### src/rtl/stage_fetch_wide.sv
`default_nettype none
// ============================================================================
//  Module   : stage_fetch_wide
//  Purpose  : Wide fetch stage. Trims each icache bundle to its leading run of
//             hit lanes, consults the branch predictor on the first
//             control-flow lane and emits the bundle to the instruction buffer.
//  Revision : 1.0 - initial release
// ============================================================================
module stage_fetch_wide #(
    parameter int          FETCH_WIDTH = 4,
    parameter logic [31:0] RESET_PC    = 32'h0000_0000,
    parameter int          CNT_W       = $clog2(FETCH_WIDTH + 1)
) (
    input  logic                     clock,
    input  logic                     reset,
    output logic [31:0]              icache_addr,
    input  logic [32*FETCH_WIDTH-1:0] icache_data,
    input  logic [FETCH_WIDTH-1:0]   icache_valid,
    input  logic [CNT_W-1:0]         ib_free,
    output logic [FETCH_WIDTH-1:0]   fetch_valid,
    output logic [32*FETCH_WIDTH-1:0] fetch_inst,
    output logic [32*FETCH_WIDTH-1:0] fetch_pc,
    output logic [FETCH_WIDTH-1:0]   fetch_pred_taken,
    output logic [31:0]              fetch_pred_target,
    output logic                     bp_req_valid,
    output logic [31:0]              bp_req_pc,
    input  logic                     bp_resp_valid,
    input  logic                     bp_resp_taken,
    input  logic [31:0]              bp_resp_target,
    input  logic                     mispredict,
    input  logic [31:0]              pc_update_addr
);

    localparam int          LANE_W      = $clog2(FETCH_WIDTH);
    localparam logic [6:0]  c_OP_BRANCH = 7'b1100011;
    localparam logic [6:0]  c_OP_JAL    = 7'b1101111;
    localparam logic [6:0]  c_OP_JALR   = 7'b1100111;
    localparam logic [31:0] c_ALIGN     = 32'hFFFF_FFFC;

    typedef enum logic [0:0] {
        S_FETCH   = 1'b0,
        S_PREDICT = 1'b1
    } state_t;

    state_t                    r_state, w_nxt_state;
    logic [31:0]               r_pc, w_nxt_pc;
    logic [FETCH_WIDTH-1:0]    r_fetch_valid, w_nxt_valid;
    logic [32*FETCH_WIDTH-1:0] r_fetch_inst, w_nxt_inst;
    logic [32*FETCH_WIDTH-1:0] r_fetch_pc, w_nxt_pcs;
    logic [FETCH_WIDTH-1:0]    r_pred_taken, w_nxt_taken;
    logic [31:0]               r_pred_target, w_nxt_target;
    logic                      r_bp_req_valid, w_nxt_req;
    logic [31:0]               r_bp_req_pc, w_nxt_req_pc;
    logic [32*FETCH_WIDTH-1:0] r_lat_inst, w_nxt_lat_inst;
    logic [LANE_W-1:0]         r_lat_b, w_nxt_lat_b;

    logic [CNT_W-1:0]          w_n;
    logic                      w_has_br;
    logic [LANE_W-1:0]         w_b;
    logic [CNT_W-1:0]          w_need;
    logic                      w_stall;

    // Bundle decode: leading-hit count, first control-flow lane, stall test
    always_comb begin : p_decode
        logic       run;
        logic [6:0] op;
        w_n      = '0;
        w_has_br = 1'b0;
        w_b      = '0;
        run      = 1'b1;
        op       = '0;
        for (int k = 0; k < FETCH_WIDTH; k++) begin
            if (run && icache_valid[k]) begin
                w_n = w_n + CNT_W'(1);
            end else begin
                run = 1'b0;
            end
        end
        // Descending scan so the lowest qualifying lane is the one kept
        for (int k = FETCH_WIDTH - 1; k >= 0; k--) begin
            op = icache_data[32*k +: 7];
            if ((CNT_W'(k) < w_n) &&
                (op == c_OP_BRANCH || op == c_OP_JAL || op == c_OP_JALR)) begin
                w_has_br = 1'b1;
                w_b      = LANE_W'(k);
            end
        end
        w_need  = w_has_br ? (CNT_W'(w_b) + CNT_W'(1)) : w_n;
        w_stall = (w_n == '0) || (ib_free < w_need);
    end

    // Next-state, next-PC and next output-register values
    always_comb begin : p_next
        w_nxt_state    = r_state;
        w_nxt_pc       = r_pc;
        w_nxt_valid    = '0;
        w_nxt_inst     = '0;
        w_nxt_pcs      = '0;
        w_nxt_taken    = '0;
        w_nxt_target   = '0;
        w_nxt_req      = 1'b0;
        w_nxt_req_pc   = '0;
        w_nxt_lat_inst = r_lat_inst;
        w_nxt_lat_b    = r_lat_b;
        if (mispredict) begin
            // Redirect wins over everything, including a same-cycle response
            w_nxt_state = S_FETCH;
            w_nxt_pc    = pc_update_addr & c_ALIGN;
        end else begin
            case (r_state)
                S_FETCH: begin
                    if (!w_stall) begin
                        if (w_has_br) begin
                            w_nxt_lat_inst = icache_data;
                            w_nxt_lat_b    = w_b;
                            w_nxt_req      = 1'b1;
                            w_nxt_req_pc   = r_pc + (32'(w_b) << 2);
                            w_nxt_state    = S_PREDICT;
                        end else begin
                            for (int k = 0; k < FETCH_WIDTH; k++) begin
                                if (CNT_W'(k) < w_n) begin
                                    w_nxt_valid[k]       = 1'b1;
                                    w_nxt_inst[32*k +: 32] = icache_data[32*k +: 32];
                                    w_nxt_pcs[32*k +: 32]  = r_pc + 32'(k * 4);
                                end
                            end
                            w_nxt_pc = r_pc + (32'(w_n) << 2);
                        end
                    end
                end
                S_PREDICT: begin
                    if (bp_resp_valid) begin
                        for (int k = 0; k < FETCH_WIDTH; k++) begin
                            if (CNT_W'(k) <= CNT_W'(r_lat_b)) begin
                                w_nxt_valid[k]         = 1'b1;
                                w_nxt_inst[32*k +: 32] = r_lat_inst[32*k +: 32];
                                w_nxt_pcs[32*k +: 32]  = r_pc + 32'(k * 4);
                            end
                        end
                        if (bp_resp_taken) begin
                            w_nxt_taken[r_lat_b] = 1'b1;
                            w_nxt_target         = bp_resp_target;
                            w_nxt_pc             = bp_resp_target & c_ALIGN;
                        end else begin
                            w_nxt_pc = r_pc + ((32'(r_lat_b) + 32'd1) << 2);
                        end
                        w_nxt_state = S_FETCH;
                    end
                end
                default: w_nxt_state = S_FETCH;
            endcase
        end
    end

    // State register
    always_ff @(posedge clock) begin
        if (reset) begin
            r_state <= S_FETCH;
        end else begin
            r_state <= w_nxt_state;
        end
    end

    // PC, latched bundle and output registers
    always_ff @(posedge clock) begin
        if (reset) begin
            r_pc           <= RESET_PC;
            r_fetch_valid  <= '0;
            r_fetch_inst   <= '0;
            r_fetch_pc     <= '0;
            r_pred_taken   <= '0;
            r_pred_target  <= '0;
            r_bp_req_valid <= 1'b0;
            r_bp_req_pc    <= '0;
            r_lat_inst     <= '0;
            r_lat_b        <= '0;
        end else begin
            r_pc           <= w_nxt_pc;
            r_fetch_valid  <= w_nxt_valid;
            r_fetch_inst   <= w_nxt_inst;
            r_fetch_pc     <= w_nxt_pcs;
            r_pred_taken   <= w_nxt_taken;
            r_pred_target  <= w_nxt_target;
            r_bp_req_valid <= w_nxt_req;
            r_bp_req_pc    <= w_nxt_req_pc;
            r_lat_inst     <= w_nxt_lat_inst;
            r_lat_b        <= w_nxt_lat_b;
        end
    end

    // PC is held unchanged throughout PREDICT, so both states present it
    assign icache_addr       = r_pc;
    assign fetch_valid       = r_fetch_valid;
    assign fetch_inst        = r_fetch_inst;
    assign fetch_pc          = r_fetch_pc;
    assign fetch_pred_taken  = r_pred_taken;
    assign fetch_pred_target = r_pred_target;
    assign bp_req_valid      = r_bp_req_valid;
    assign bp_req_pc         = r_bp_req_pc;

endmodule
`default_nettype wire

### config.mk
export PLATFORM = sky130hd
export DESIGN_NAME = stage_fetch_wide
export DESIGN_NICKNAME = d
export VERILOG_FILES = /design/src/rtl/stage_fetch_wide.sv
export SDC_FILE = /design/constraint.sdc
export NUM_CORES = 1
export LEC_CHECK = 0
export ABC_CLOCK_PERIOD_IN_PS = 14400
export CAP_MARGIN = 20
export CORE_AREA = 2 2 218 220
export CTS_CLUSTER_DIAMETER = 80
export CTS_CLUSTER_SIZE = 24
export DETAILED_ROUTE_END_ITERATION = 8
export DIE_AREA = 0 0 220 222
export PLACE_DENSITY = 0.83
export SYNTH_ARGS = -nofsm -noshare
export SYNTH_HDL_FRONTEND = slang
export SYNTH_SLANG_ARGS = --single-unit
### constraint.sdc
create_clock -name clock -period 14.4 [get_ports clock]
set_clock_uncertainty 0.2 [all_clocks]
set_input_delay 4.32 -clock clock [delete_from_list [all_inputs] [get_ports clock]]
set_output_delay 4.32 -clock clock [all_outputs]
set_load 0.005 [all_outputs]
# Yosys cells after proc, flatten, opt, wreduce, memory -nomap -nowiden
# Cells that the tools add are included.
# W data, S select, Z words.
word_totals:
  regBits: 492
  word_cells: 143
classes:
  order_cmp: 10
  reduce_logical: 25
  n_mux: 61
  addsub: 11
  eq_ne: 18
  n_bitwise: 6
op_table:
  columns: ["op", "n"]
  rows:
  - ["$mux W128", 6]
  - ["$mux W32", 19]
  - ["$pmux W128 S2", 2]
  - ["$eq A7 B7 Y1 const B", 12]
  - ["$add A32 B4 Y32 const B", 2]
  - ["$add A32 B5 Y32", 2]
  - ["$pmux W32 S2", 1]
  - ["$add A32 B3 Y32 const B", 1]
  - ["$add A32 B4 Y32", 1]
  - ["$mux W1", 19]
  - ["$mux W4", 3]
  - ["$mux W2", 5]
  - ["$reduce_or A5 Y1", 2]
  - ["$logic_or A1 B1 Y1", 9]
  - ["$mux W3", 3]
  - ["$ne A3 B3 Y1 const B", 3]
  - ["$logic_and A1 B1 Y1", 8]
  - ["$pmux W4 S2", 1]
  - ["$add A2 B1 Y3 const B", 2]
  - ["$add A3 B1 Y3 const B", 2]
  - ["$lt A1 B3 Y1 const A", 2]
  - ["$lt A2 B3 Y1 const A", 2]
  - ["$ne A2 B2 Y1 const B", 3]
  - ["$not A1 Y1", 6]
  - ["other kinds (13)", 15]

# Logic depth before layout (Yosys ltp)
depth:
  depth_word: 20
  depth_mapped: 20

# Least setup slack after synthesis
# No wires, ideal clock.
synth_path:
  path_kind: "input to register"
  start: "input icache_valid[0]"
  end: "register r_pc[6] (netlist: icache_addr[6])"
  setup_slack_ns: 6.235
  setup_time_ns: 0.091
  path_stages: 16
  arrival_time_ns: 7.874
  n_path_buf: 2
  cell_sequence: "and2_1 buf_4 ha_1 nand4_4 or4_4 a21oi_1 ha_1 mux2i_1 ha_1 o21a_1 o211ai_1 a211o_1 o41ai_2 clkbuf_1 nor2_1 a311oi_1"
synth_via:
  elab_chain_cells: 19
  elab_cells_between_ends: 42
synth_lines:
  columns: ["element", "line_no", "source"]
  rows:
  - ["from (decl)", "18", "input logic [FETCH_WIDTH-1:0] icache_valid,"]
  - ["$mux W1", "73", "if (run && icache_valid[k]) begin"]
  - ["$add A1 B1 Y2 / $logic_and A1 B1 Y1 (equally long branches)", "74, 73", null]
  - ["$mux W2 / $mux W1 (equally long branches)", "73", null]
  - ["$add A3 B1 Y3 / $logic_and A1 B1 Y1 (equally long branches)", "74, 73", null]
  - ["$mux W3 / $mux W1 (equally long branches)", "73", null]
  - ["$add A3 B1 Y3 / $logic_and A1 B1 Y1 (equally long branches)", "74, 73", null]
  - ["$mux W3 *", "73", null]
  - ["$lt A2 B3 Y1", "82", "if ((CNT_W'(k) < w_n) &&"]
  - ["(+4 left out)", null, null]
  - ["$mux W2 *", "82", null]
  - ["net w_b[1]", "59", "logic [LANE_W-1:0] w_b;"]
  - ["$add A2 B1 Y3 *", "88", "w_need = w_has_br ? (CNT_W'(w_b) + CNT_W'(1)) : w_n;"]
  - ["$mux W3 *", "88", null]
  - ["$lt A3 B3 Y1 *", "89", "w_stall = (w_n == '0) || (ib_free < w_need);"]
  - ["$logic_or A1 B1 Y1 *", "89", null]
  - ["$ne A3 B3 Y1 (no line) *", null, null]
  - ["$reduce_and A3 Y1 (no line) *", null, null]
  - ["to (signal assigned)", "178", "r_pc <= w_nxt_pc;"]
  - ["to (decl)", "46", "logic [31:0] r_pc, w_nxt_pc;"]
# Mark *: on every way through the listed nets, which the timed path passes. The rest lies on a longest branch. The select of a mux whose other input is x is not followed.
# A chain may end at the register's enable or synchronous reset.

# Final worst setup path
layout_path:
  start: "input icache_valid[0]"
  end: "register r_lat_inst[118]"
layout_via:
  elab_chain_cells: 19
  elab_cells_between_ends: 36
layout_lines:
  columns: ["element", "line_no", "source"]
  rows:
  - ["$mux W1", "73", null]
  - ["$add A1 B1 Y2 / $logic_and A1 B1 Y1 (equally long branches)", "74, 73", null]
  - ["$mux W2 / $mux W1 (equally long branches)", "73", null]
  - ["$add A3 B1 Y3 / $logic_and A1 B1 Y1 (equally long branches)", "74, 73", null]
  - ["$mux W3 / $mux W1 (equally long branches)", "73", null]
  - ["$add A3 B1 Y3 / $logic_and A1 B1 Y1 (equally long branches)", "74, 73", null]
  - ["$mux W3 *", "73", null]
  - ["$lt A2 B3 Y1", "82", null]
  - ["(+4 left out)", null, null]
  - ["$mux W2 *", "82", null]
  - ["net w_b[1]", "59", null]
  - ["$add A2 B1 Y3 *", "88", null]
  - ["$mux W3 *", "88", null]
  - ["$lt A3 B3 Y1 *", "89", null]
  - ["$logic_or A1 B1 Y1 *", "89", null]
  - ["$not A1 Y1 (no line) *", null, null]
  - ["$reduce_and A4 Y1 (no line) *", null, null]
  - ["to (signal assigned)", "186", "r_lat_inst <= w_nxt_lat_inst;"]
  - ["to (decl)", "54", "logic [32*FETCH_WIDTH-1:0] r_lat_inst, w_nxt_lat_inst;"]
# Mark *: on every way through the listed nets, which the timed path passes. The rest lies on a longest branch.

==> qor.csv <==
stage,metric,value,unit
yosys,seq_area_frac_synth,0.494,
min_path,min_to,r_lat_inst[7],
outcome,status,completed,
critical_path,r2r-start,r_state,
drt,drt_first_pass_iters,5,
final_layout,final_nets,2813,
critical_path,cp.arrival,10.72,ns
yosys,yosys_warnings,0,
drt,drc_errors,0,
sta,rsz0062_at_grt,false,
die,dieWidth,220,microns
sta,fmax,96.3,MHz
critical_path,reg2reg_to,r_lat_inst[118],
critical_path,required,14.74,ns
global_routing,grt_max_degree,96,
cts,holdBufCountCts,0,
critical_path,crit_slowest_cell,buf_4,
sta,whs,0.271,ns
critical_path,crit_chain,"clkdlybuf4s50_1, and2_1, ha_1, nand4_4, or4_4, a21oi_1, ha_1, mux2i_1, ha_1, o21a_1, o211ai_1, or2_2, a21oi_4, buf_4, nand4_1, a21oi_1",
drt,wl_met2,38000,microns
yosys,synth_ff_type,dfxtp_1,
yosys,ys_seq_elements,492,
min_path,hp-class,flip-flop to flip-flop,
cts,cts_buffers,29,
pwr,total_leakage_power,8.76,nW
drt,wl_met3,7500,microns
die,die_h,222,microns
drt,routed.top_layer,met4,
yosys,synth_mux_area_frac,0.00301,
critical_path,worstRegToRegCells,8,
global_routing,antenna_found_initial,4,
sta,worst_pin_slew,1.21,ns
final_layout,mostFrequentLayoutCells,"clkdlybuf4s50_1, dfxtp_1, a21oi_1",
yosys,syn_nets,2404,
pwr,p_total,2.57,mW
drt,antenna_left,0,
cts,h-tree-depth,1,
placement,dp.cells,3159,
final_layout,instances_no_fill,3210,
drt,viasPerCell,6.13,
drt,via_count,19680,
sta,worst_slack,4.01,ns
yosys,syn_inst,2177,
drt,wl_met1,30100,microns
cts,cts_root_buf,clkbuf_16,
placement,port-buffer-count,562,
sta,post-route-min-period,10.39,ns
yosys,syn_area_per_cell,9.16,sq um
yosys,synthXorXnorAreaFrac,0.0518,
die,core,46300,sq um
sta,fin_tns_setup,0,ns
cts,path_clk_slew,0.09,ns
die,rows,79,
yosys,synthArstFlopShare,0,
final_layout,fin_area,26900,sq um
cts,cts_tree,done,
drt,drt_wl_total,80100,microns
critical_path,cp_slowest_stage_delay,0.96,ns
yosys,yosys.area_share.simple,0.184,
min_path,worstHoldStart,r_lat_inst[7],
flow_run,maxCapViolations,0,
yosys,synth_fa_ha_area_frac,0.0156,
critical_path,r2r_setup_slack,10.03,ns
global_routing,grt_pass1_vias,19310,
sta,hold_viol,0,
sta,fin_crit_sh,0.721,
sta,setup_viol,0,
pwr,power.density,95.8,nW/um^2
final_layout,layout-drive-gt1-share,0.0500,
placement,dp_hpwl,55100,microns
cts,clockBufferDepth,3,
min_path,holdPathStages,2,
cts,worst_skew_pair.late_latency,0.61,ns
final_layout,post-route-util,0.581,
global_routing,grt_usage,0.315,
die,initial_core_util,0.431,
sta,drv_slew,0,
yosys,synth-compound-area-share,0.201,
placement,placedInstanceArea,25900,sq um
critical_path,cp-start-kind,primary input,
critical_path,crit_type,primary input to flip-flop,
final_layout,mostFrequentLayoutCell,clkdlybuf4s50_1,
global_routing,grt-ovfl-total,0,
placement,dp_slack,3.48,ns
critical_path,path_common_cell,ha_1,
yosys,syn-cell-area,19900,sq um
die,dieArea,48800,sq um
placement,gp_congestion,0.977,
yosys,synth_top_family_by_area,compound AO/OA/AOI/OAI gates,
global_routing,grt_pass1_wl,119000,microns
final_layout,area_growth,34.7,%
pwr,peakVddDrop,0.000107,V
critical_path,critPathCaptureType,flip-flop,
drt,first_iter_violations,2066,
sta,max-slew-margin-rel,0.192,
cts,postCtsSetupBuffers,0,
yosys,synth_cell_types,68,
drt,wl_per_cell,25.0,microns
cts,cts_resized,0,
critical_path,worst-path-max-fanout,95,
die,io_pins,565,
yosys,synth_edf_count,0,
cts,cts_sinks,492,
## worst max-delay path, delay by kind of cell
family / cells / cell delay (ns)
adders and majority gates: 3 / 0.88
and+or+nand+nor: 5 / 1.81
AOI/OAI and AO/OA: 5 / 1.83
buffers and inverters: 2 / 1.58
muxes: 1 / 0.17
## logic make-up (layout without fill, tap and decap cells)
group,count (synthesis),count (layout)
adder cells (fa/ha/maj),23,23
flip-flops,492,492
AO/OA/AOI/OAI,579,579
XOR/XNOR,118,118
other,0,4
multiplexers,6,6
buffers and inverters,255,677
AND/OR/NAND/NOR,704,704
## report_power, final
group,internal (mW),switching (mW)
Clock,0.393,0.503
Sequential,1.37,0.0217
Combinational,0.121,0.163
## routing by layer
metal	GRT usage	vias up
met5	0	-
met4	0.152	0
met3	0.0693	241
met2	0.529	1211
met1	0.379	9469
li1	-	8759
## worst max path at each step
stage | slack [ns] | start | end
2_1_floorplan | 6.23 | icache_valid[0] | icache_addr[6]
5_1_grt | 3.70 | icache_valid[0] | r_lat_inst[122]
4_1_cts | 4.07 | icache_valid[0] | r_lat_inst[88]
6_report | 4.01 | icache_valid[0] | r_lat_inst[118]
3_5_place_dp | 3.48 | icache_valid[0] | r_lat_inst[88]
3_3_place_gp | 3.74 | icache_valid[0] | r_lat_inst[102]
## Yosys cell counts (all sizes together), types with 3 or more instances
| cell | count | area share |
|---|---|---|
| a21oi | 185 | 0.046 |
| a311oi | 6 | 0.0026 |
| and2 | 42 | 0.013 |
| nand3b | 4 | 0.0015 |
| nand2b | 11 | 0.0035 |
| nand4 | 151 | 0.048 |
| fa | 3 | 0.0030 |
| and3 | 12 | 0.0038 |
| mux2i | 6 | 0.0030 |
| a32oi | 34 | 0.015 |
| a22o | 95 | 0.042 |
| nand3 | 19 | 0.0048 |
| and4 | 5 | 0.0022 |
| o31a | 3 | 0.0013 |
| nor2b | 25 | 0.0078 |
| o22a | 3 | 0.0013 |
| ha | 20 | 0.013 |
| buf | 47 | 0.011 |
| o21ai | 34 | 0.0085 |
| a211oi | 25 | 0.0094 |
| a211o | 5 | 0.0022 |
| o22ai | 3 | 0.00094 |
| inv | 21 | 0.0040 |
| a31o | 4 | 0.0018 |
| a221oi | 4 | 0.0018 |
| or3 | 8 | 0.0028 |
| or2 | 11 | 0.0035 |
| nand2 | 87 | 0.016 |
| a31oi | 7 | 0.0022 |
| or4 | 6 | 0.0024 |
| o21a | 6 | 0.0023 |
| nor2 | 169 | 0.032 |
| a21o | 4 | 0.0015 |
| o41ai | 3 | 0.0017 |
| xnor2 | 70 | 0.031 |
| dfxtp | 492 | 0.49 |
| clkbuf | 186 | 0.035 |
| o211ai | 6 | 0.0023 |
| o221ai | 4 | 0.0018 |
| xor2 | 48 | 0.021 |
| nor4 | 24 | 0.0083 |
| nor3 | 122 | 0.031 |
| o31ai | 134 | 0.050 |
## layout make-up
cell class | count | area, sq um
clock buffers | 33 | 751
diodes | 4 | 10.0
inverters | 22 | 85.1
clock inverters | 11 | 156
multi-input cells | 1430 | 9210
fillers | 3937 | 19400
repair buffers | 611 | 6040
well taps | 607 | 759
flip-flops and latches | 492 | 9850
## registers in the layout, indices dropped and copies added (netlist names), named ones only
signal,count
r_lat_inst,128
fetch_pred_target,32
bp_req_pc,32
r_lat_b,2
r_state,1
fetch_valid,4
bp_req_valid,1
fetch_inst,128
fetch_pc,128
fetch_pred_taken,4
icache_addr,30
(Power assumes the default switching activity.)
